===== src/rtl/decode_stage.sv =====
// ID stage: register file read with write-first bypass, control decode, JMP/BC
// resolution, RAW interlock against EX/MEM, and wrong-path squash after a taken branch.
module decode_stage #(
  parameter int          FLUSH_SLOTS = 2,
  parameter logic [31:0] REG_RESET   = 32'd0
) (
  input  logic        clk,
  input  logic        rst,
  input  logic [31:0] ins,
  input  logic [31:0] pc,
  input  logic        ex_we,
  input  logic [4:0]  ex_rd,
  input  logic        mem_we,
  input  logic [4:0]  mem_rd,
  input  logic        wb_we,
  input  logic [4:0]  wb_rd,
  input  logic [31:0] wb_data,
  output logic        stall,
  output logic        br,
  output logic [31:0] br_pc,
  output logic        id_valid,
  output logic [31:0] id_pc,
  output logic [31:0] id_a,
  output logic [31:0] id_b,
  output logic [31:0] id_imm,
  output logic [1:0]  id_alu_op,
  output logic        id_use_imm,
  output logic        id_we,
  output logic [4:0]  id_rd,
  output logic        id_illegal
);

  localparam logic [5:0] OP_RTYPE = 6'b000000;
  localparam logic [5:0] OP_ADDI  = 6'b001000;
  localparam logic [5:0] OP_MVI   = 6'b001001;
  localparam logic [5:0] OP_JMP   = 6'b000010;
  localparam logic [5:0] OP_BC    = 6'b000011;
  localparam logic [5:0] FN_NOP   = 6'b000000;
  localparam logic [5:0] FN_ADD   = 6'b100000;
  localparam logic [5:0] FN_SUB   = 6'b100010;
  localparam logic [5:0] FN_MOV   = 6'b101000;

  localparam logic [1:0] ALU_ADD    = 2'd0;
  localparam logic [1:0] ALU_SUB    = 2'd1;
  localparam logic [1:0] ALU_PASS_B = 2'd2;

  localparam logic [1:0] FLUSH_CNT = 2'(FLUSH_SLOTS);

  logic [31:0] regs_q [32];
  logic [1:0]  squash_q, squash_d;
  logic        br_q, br_d;
  logic [31:0] br_pc_q, br_pc_d;
  logic        id_valid_q, id_valid_d;
  logic [31:0] id_pc_q, id_pc_d;
  logic [31:0] id_a_q, id_a_d;
  logic [31:0] id_b_q, id_b_d;
  logic [31:0] id_imm_q, id_imm_d;
  logic [1:0]  id_alu_op_q, id_alu_op_d;
  logic        id_use_imm_q, id_use_imm_d;
  logic        id_we_q, id_we_d;
  logic [4:0]  id_rd_q, id_rd_d;
  logic        id_illegal_q, id_illegal_d;

  logic [5:0]  op, funct;
  logic [4:0]  rs, rt, rd;
  logic [31:0] imm_ext, rs_val, rt_val, target;
  logic        dec_we, dec_use_imm, dec_illegal, dec_rtype, dec_jmp, dec_bc;
  logic [4:0]  dec_dest;
  logic [1:0]  dec_alu;
  logic        we_eff, rs_hit, rt_hit, squashing, hazard, issue, taken;

  assign op      = ins[31:26];
  assign rs      = ins[25:21];
  assign rt      = ins[20:16];
  assign rd      = ins[15:11];
  assign funct   = ins[5:0];
  assign imm_ext = {{16{ins[15]}}, ins[15:0]};

  // Write-first bypass so an instruction in ID sees the value retiring this cycle.
  assign rs_val = (rs == 5'd0) ? 32'd0 :
                  (wb_we && wb_rd == rs) ? wb_data : regs_q[rs];
  assign rt_val = (rt == 5'd0) ? 32'd0 :
                  (wb_we && wb_rd == rt) ? wb_data : regs_q[rt];

  always_comb begin
    dec_we      = 1'b0;
    dec_dest    = 5'd0;
    dec_alu     = ALU_ADD;
    dec_use_imm = 1'b0;
    dec_illegal = 1'b0;
    dec_rtype   = 1'b0;
    dec_jmp     = 1'b0;
    dec_bc      = 1'b0;
    case (op)
      OP_RTYPE: begin
        dec_rtype = 1'b1;
        case (funct)
          FN_ADD:  begin dec_we = 1'b1; dec_dest = rd; end
          FN_SUB:  begin dec_we = 1'b1; dec_dest = rd; dec_alu = ALU_SUB; end
          FN_MOV:  begin dec_we = 1'b1; dec_dest = rd; dec_alu = ALU_PASS_B; end
          FN_NOP:  ;
          default: dec_illegal = 1'b1;
        endcase
      end
      OP_ADDI, OP_MVI: begin
        dec_we      = 1'b1;
        dec_dest    = rt;
        dec_use_imm = 1'b1;
      end
      OP_JMP:  dec_jmp = 1'b1;
      OP_BC:   dec_bc = 1'b1;
      default: dec_illegal = 1'b1;
    endcase
  end

  assign we_eff    = dec_we && (dec_dest != 5'd0);
  assign rs_hit    = (rs != 5'd0) && ((ex_we && ex_rd == rs) || (mem_we && mem_rd == rs));
  assign rt_hit    = (rt != 5'd0) && ((ex_we && ex_rd == rt) || (mem_we && mem_rd == rt));
  assign squashing = (squash_q != 2'd0);
  // A squashed slot is discarded anyway, so it must never hold fetch.
  assign hazard    = !squashing && (rs_hit || (dec_rtype && rt_hit));
  assign issue     = !squashing && !hazard;
  assign taken     = issue && (dec_jmp || (dec_bc && rs_val[31]));
  assign target    = dec_jmp ? {6'b0, ins[25:0]} : pc + imm_ext;
  assign stall     = !rst && hazard;

  always_comb begin
    squash_d     = squashing ? squash_q - 2'd1 : (taken ? FLUSH_CNT : 2'd0);
    br_d         = taken;
    br_pc_d      = taken ? target : 32'd0;
    id_valid_d   = 1'b0;
    id_pc_d      = 32'd0;
    id_a_d       = 32'd0;
    id_b_d       = 32'd0;
    id_imm_d     = 32'd0;
    id_alu_op_d  = ALU_ADD;
    id_use_imm_d = 1'b0;
    id_we_d      = 1'b0;
    id_rd_d      = 5'd0;
    id_illegal_d = 1'b0;
    if (issue) begin
      id_valid_d   = 1'b1;
      id_pc_d      = pc;
      id_a_d       = rs_val;
      id_b_d       = rt_val;
      id_imm_d     = imm_ext;
      id_alu_op_d  = dec_alu;
      id_use_imm_d = dec_use_imm;
      id_we_d      = we_eff;
      id_rd_d      = we_eff ? dec_dest : 5'd0;
      id_illegal_d = dec_illegal;
    end
  end

  always_ff @(posedge clk or posedge rst) begin
    if (rst) begin
      for (int i = 0; i < 32; i++) begin
        regs_q[i] <= (i == 0) ? 32'd0 : REG_RESET;
      end
    end else if (wb_we && wb_rd != 5'd0) begin
      regs_q[wb_rd] <= wb_data;
    end
  end

  always_ff @(posedge clk or posedge rst) begin
    if (rst) begin
      squash_q     <= 2'd0;
      br_q         <= 1'b0;
      br_pc_q      <= 32'd0;
      id_valid_q   <= 1'b0;
      id_pc_q      <= 32'd0;
      id_a_q       <= 32'd0;
      id_b_q       <= 32'd0;
      id_imm_q     <= 32'd0;
      id_alu_op_q  <= ALU_ADD;
      id_use_imm_q <= 1'b0;
      id_we_q      <= 1'b0;
      id_rd_q      <= 5'd0;
      id_illegal_q <= 1'b0;
    end else begin
      squash_q     <= squash_d;
      br_q         <= br_d;
      br_pc_q      <= br_pc_d;
      id_valid_q   <= id_valid_d;
      id_pc_q      <= id_pc_d;
      id_a_q       <= id_a_d;
      id_b_q       <= id_b_d;
      id_imm_q     <= id_imm_d;
      id_alu_op_q  <= id_alu_op_d;
      id_use_imm_q <= id_use_imm_d;
      id_we_q      <= id_we_d;
      id_rd_q      <= id_rd_d;
      id_illegal_q <= id_illegal_d;
    end
  end

  assign br         = br_q;
  assign br_pc      = br_pc_q;
  assign id_valid   = id_valid_q;
  assign id_pc      = id_pc_q;
  assign id_a       = id_a_q;
  assign id_b       = id_b_q;
  assign id_imm     = id_imm_q;
  assign id_alu_op  = id_alu_op_q;
  assign id_use_imm = id_use_imm_q;
  assign id_we      = id_we_q;
  assign id_rd      = id_rd_q;
  assign id_illegal = id_illegal_q;

endmodule


===== config.mk =====
export PLATFORM = sky130hd
export DESIGN_NAME = decode_stage
export DESIGN_NICKNAME = d
export VERILOG_FILES = /design/src/rtl/decode_stage.sv
export SDC_FILE = /design/constraint.sdc
export NUM_CORES = 2
export LEC_CHECK = 0
export CORE_MARGIN = 4
export CORE_UTILIZATION = 48
export DETAILED_ROUTE_END_ITERATION = 8
export DONT_BUFFER_PORTS = 1
export PLACE_DENSITY = 0.66
export SLEW_MARGIN = 20
export SYNTH_ARGS = -nofsm -noshare
export SYNTH_HDL_FRONTEND = slang
export SYNTH_SLANG_ARGS = --single-unit

===== constraint.sdc =====
create_clock -name clk -period 42.8 [get_ports clk]
set_input_delay 8.56 -clock clk [delete_from_list [all_inputs] [get_ports clk]]
set_output_delay 8.56 -clock clk [all_outputs]
set_load 0.1 [all_outputs]

==> results.tsv <==
metric	value	unit
ys_async_sr_fraction	1.00	
die_w	366	µm
worstSetupStartpointType	primary input	
instances_no_fill	5425	
antennaDiodeCount	0	
hold_viol_final	0	
crit_required	34.24	ns
via_per_inst	6.62	
min_to	regs_q[1016]$_DFFE_PP0P_	
worst_hold_path_type	reg2reg	
synth_area	0.0615	mm²
drv_slew	0	
cts_buffers	132	
synthCells	3929	
p_total	3.32	mW
final_antenna_net_count	0	
drc_errors	0	
slew_headroom	0.226	
status	finished clean	
cp_max_fo	262	
portBuffers	0	
drt_iter0_markers	3273	
num_vias	35900	
worst-r2r-setup-slack	39.94	ns
end_kind	output pin	
io_pins	289	
antenna_found_initial	0	
rsz0062_at_grt	false	
drv_cap	0	
ys_seq_area_frac	0.481	
final_nets	3810	
rows	131	
intPower	2.37	mW
wl	172	mm
cts_tree	built	
fmax	52.1	MHz
clock_skew	0.0155	ns
groute.usage.overall	0.259	
dpl.hpwl	84.0	mm
fin_ws	23.62	ns
ys.flop_type	dfrtp_1	
clk_pin_slew	0.06	ns
period_needed	19.18	ns
synth_cell_types	57	
avgRoutedWirePerCell	31.7	µm
worstPathArrival	10.62	ns
postCtsSetupRepairBufs	0	
h-tree-depth	4	
pwr-share-comb	0.167	
cts_root_buf	clkbuf_16	
die_area	0.134	mm²
grt_max_degree	263	
vdd_ir_drop_max	31.8	µV
reg2reg_depth	5	
hp-start	regs_q[1016]$_DFFE_PP0P_	
fin_crit_sh	0.448	
drive_gt1_frac	0.512	
area_growth_syn_to_layout	8.54	%
grt_pass1_wl	258	mm
post_cts_resized	0	
r2r-start	squash_q[1]$_DFF_PP0_	
start_util	0.483	
design_area	0.0667	mm²
pre_cts_ws	23.72	ns
place_inst	5190	
gr-total-overflow	0	
p_clk_frac	0.344	
syn-num-nets	4077	
firstDrtPassIters	6	
yosys_warnings	0	
place.gp.congestion	0.820	
path_class	in2out	
netSwitchingPower	940	µW
avgSynthCellArea	15.6	µm²
synth-edff-count	0	
insertion_delay	0.75	ns
p_seq_frac	0.489	
whs_path_depth	0	
p_per_area	49.7	mW/mm²
fillers	10200	
swShare	0.284	
clkSinkCount	1182	
placed_area	0.0624	mm²
ys_seq_elements	1182	
ctsHoldBuffers	0	
grt_pass1_vias	37300	
power_leakage	28.5	nW
setup_viol	0	
core-area	0.127	mm²
die_h	366	µm
max_slew.worst_pin.slew	1.16	ns
tns	0	ns
cts_buffer_depth	3	
reg2reg_to	br_pc[26]$_DFF_PP0_	
[power groups by stage]
stage | sequential, mW | combinational, mW | clock (mW)
floorplan | 1.59 | 0.511 | 0
global placement | 1.63 | 0.542 | 0
detailed placement | 1.64 | 0.554 | 0
CTS | 1.62 | 0.556 | 1.16
global route | 1.65 | 0.594 | 1.21
finish | 1.62 | 0.553 | 1.14
[layout make-up]
| type | instances | area (µm²) | share of cell area |
|---|---|---|---|
| clock inverter | 33 | 338 | 0.00506 |
| timing repair buffer | 37 | 367 | 0.00550 |
| clock buffer | 202 | 4010 | 0.0600 |
| inverter | 10 | 45.0 | 0.000675 |
| multi-input combinational | 2299 | 30300 | 0.454 |
| tap | 1662 | 2080 | 0.0312 |
| sequential | 1182 | 29600 | 0.444 |
[per-layer routing]
metal  track usage  vias to the layer above  routed length (µm)
met5             0                        -                   0
met4        0.0705                        0                4230
met3        0.0467                      246               10700
met2         0.422                     1194               84600
met1         0.360                    19900               72200
li1              -                    14600                   -
[kinds of logic (layout without fill, tap and decap cells)]
| kind of cell | count (synthesis) | count (layout) | share of synthesized area |
|---|---|---|---|
| mux | 1698 | 1698 | 0.427 |
| flops | 1182 | 1182 | 0.481 |
| buf+inv | 448 | 282 | 0.0305 |
| simple gates | 326 | 326 | 0.0253 |
| compound gates | 188 | 188 | 0.0215 |
| xor+xnor | 55 | 55 | 0.00784 |
| fa+ha+maj | 32 | 32 | 0.00664 |
[flip-flops by register name, indices dropped and copies added (netlist names), 2 cells and up]
signal,flops
regs_q,1024
id_alu_op,2
id_rd,5
id_a,32
id_b,32
id_imm,16
id_pc,32
squash_q,2
br_pc,32
[critical path, cell delays in order]
cell and delay [ns]:
xor2_1 0.26, nor4_1 0.20, nand3_1 0.13, a21o_1 0.21, or2_2 0.32, a2111oi_2 0.50, buf_16 0.23
[worst max path at each step]
stage,depth (start not counted),end,start
after floorplan,1,br$_DFF_PP0_,rst
after global placement,7,stall,ins[16]
after detailed placement,7,stall,ins[16]
after CTS,7,stall,ins[16]
after global routing,7,stall,ins[18]
final,7,stall,ins[16]
[cell usage after synthesis (5+ instances only)]
library cell / instances / share of area
and2_1: 54 / 0.0055
o211ai_1: 6 / 0.00073
clkbuf_1: 268 / 0.016
ha_1: 31 / 0.0063
nor3_1: 7 / 0.00057
a31oi_1: 5 / 0.00051
buf_2: 69 / 0.0056
mux4_2: 639 / 0.23
a211oi_1: 75 / 0.0092
mux2i_1: 67 / 0.011
a21oi_2: 7 / 0.0010
buf_4: 20 / 0.0024
nor4_1: 8 / 0.00081
o21ai_0: 21 / 0.0017
mux2_2: 992 / 0.18
xor2_1: 38 / 0.0054
a21o_1: 8 / 0.00098
a21oi_1: 35 / 0.0029
nand2_1: 63 / 0.0038
nor2_1: 125 / 0.0076
nand3_1: 23 / 0.0019
inv_1: 10 / 0.00061
and3_1: 8 / 0.00081
a22oi_1: 5 / 0.00061
buf_1: 77 / 0.0047
xnor2_1: 17 / 0.0024
dfrtp_1: 1182 / 0.48
nor2b_1: 15 / 0.0015
[per-stage QoR]
step	utilization	hold WS, ns
4_1_cts	0.524	0.396
2_1_floorplan	-	0.441
3_3_place_gp	0.490	0.377
5_1_grt	0.524	0.403
3_5_place_dp	0.490	0.382
6_report	0.524	0.392
[cell usage in the layout, fill, tap and decap left out, drive strengths merged, types with 3 or more instances in the layout]
cell,n
a211oi,77
a21boi,3
a21o,8
a21oi,42
a22oi,5
a31oi,5
a41oi,3
and2,54
and3,8
buf,37
bufinv,6
clkbuf,202
clkinv,24
dfrtp,1182
ha,31
inv,13
mux2,992
mux2i,67
mux4,639
nand2,63
nand2b,3
nand3,23
nand3b,4
nand4,4
nor2,126
nor2b,15
nor3,7
nor3b,4
nor4,8
o211ai,6
o21a,3
o21ai,22
o31ai,4
xnor2,17
xor2,38
(Power assumes the default switching activity.)
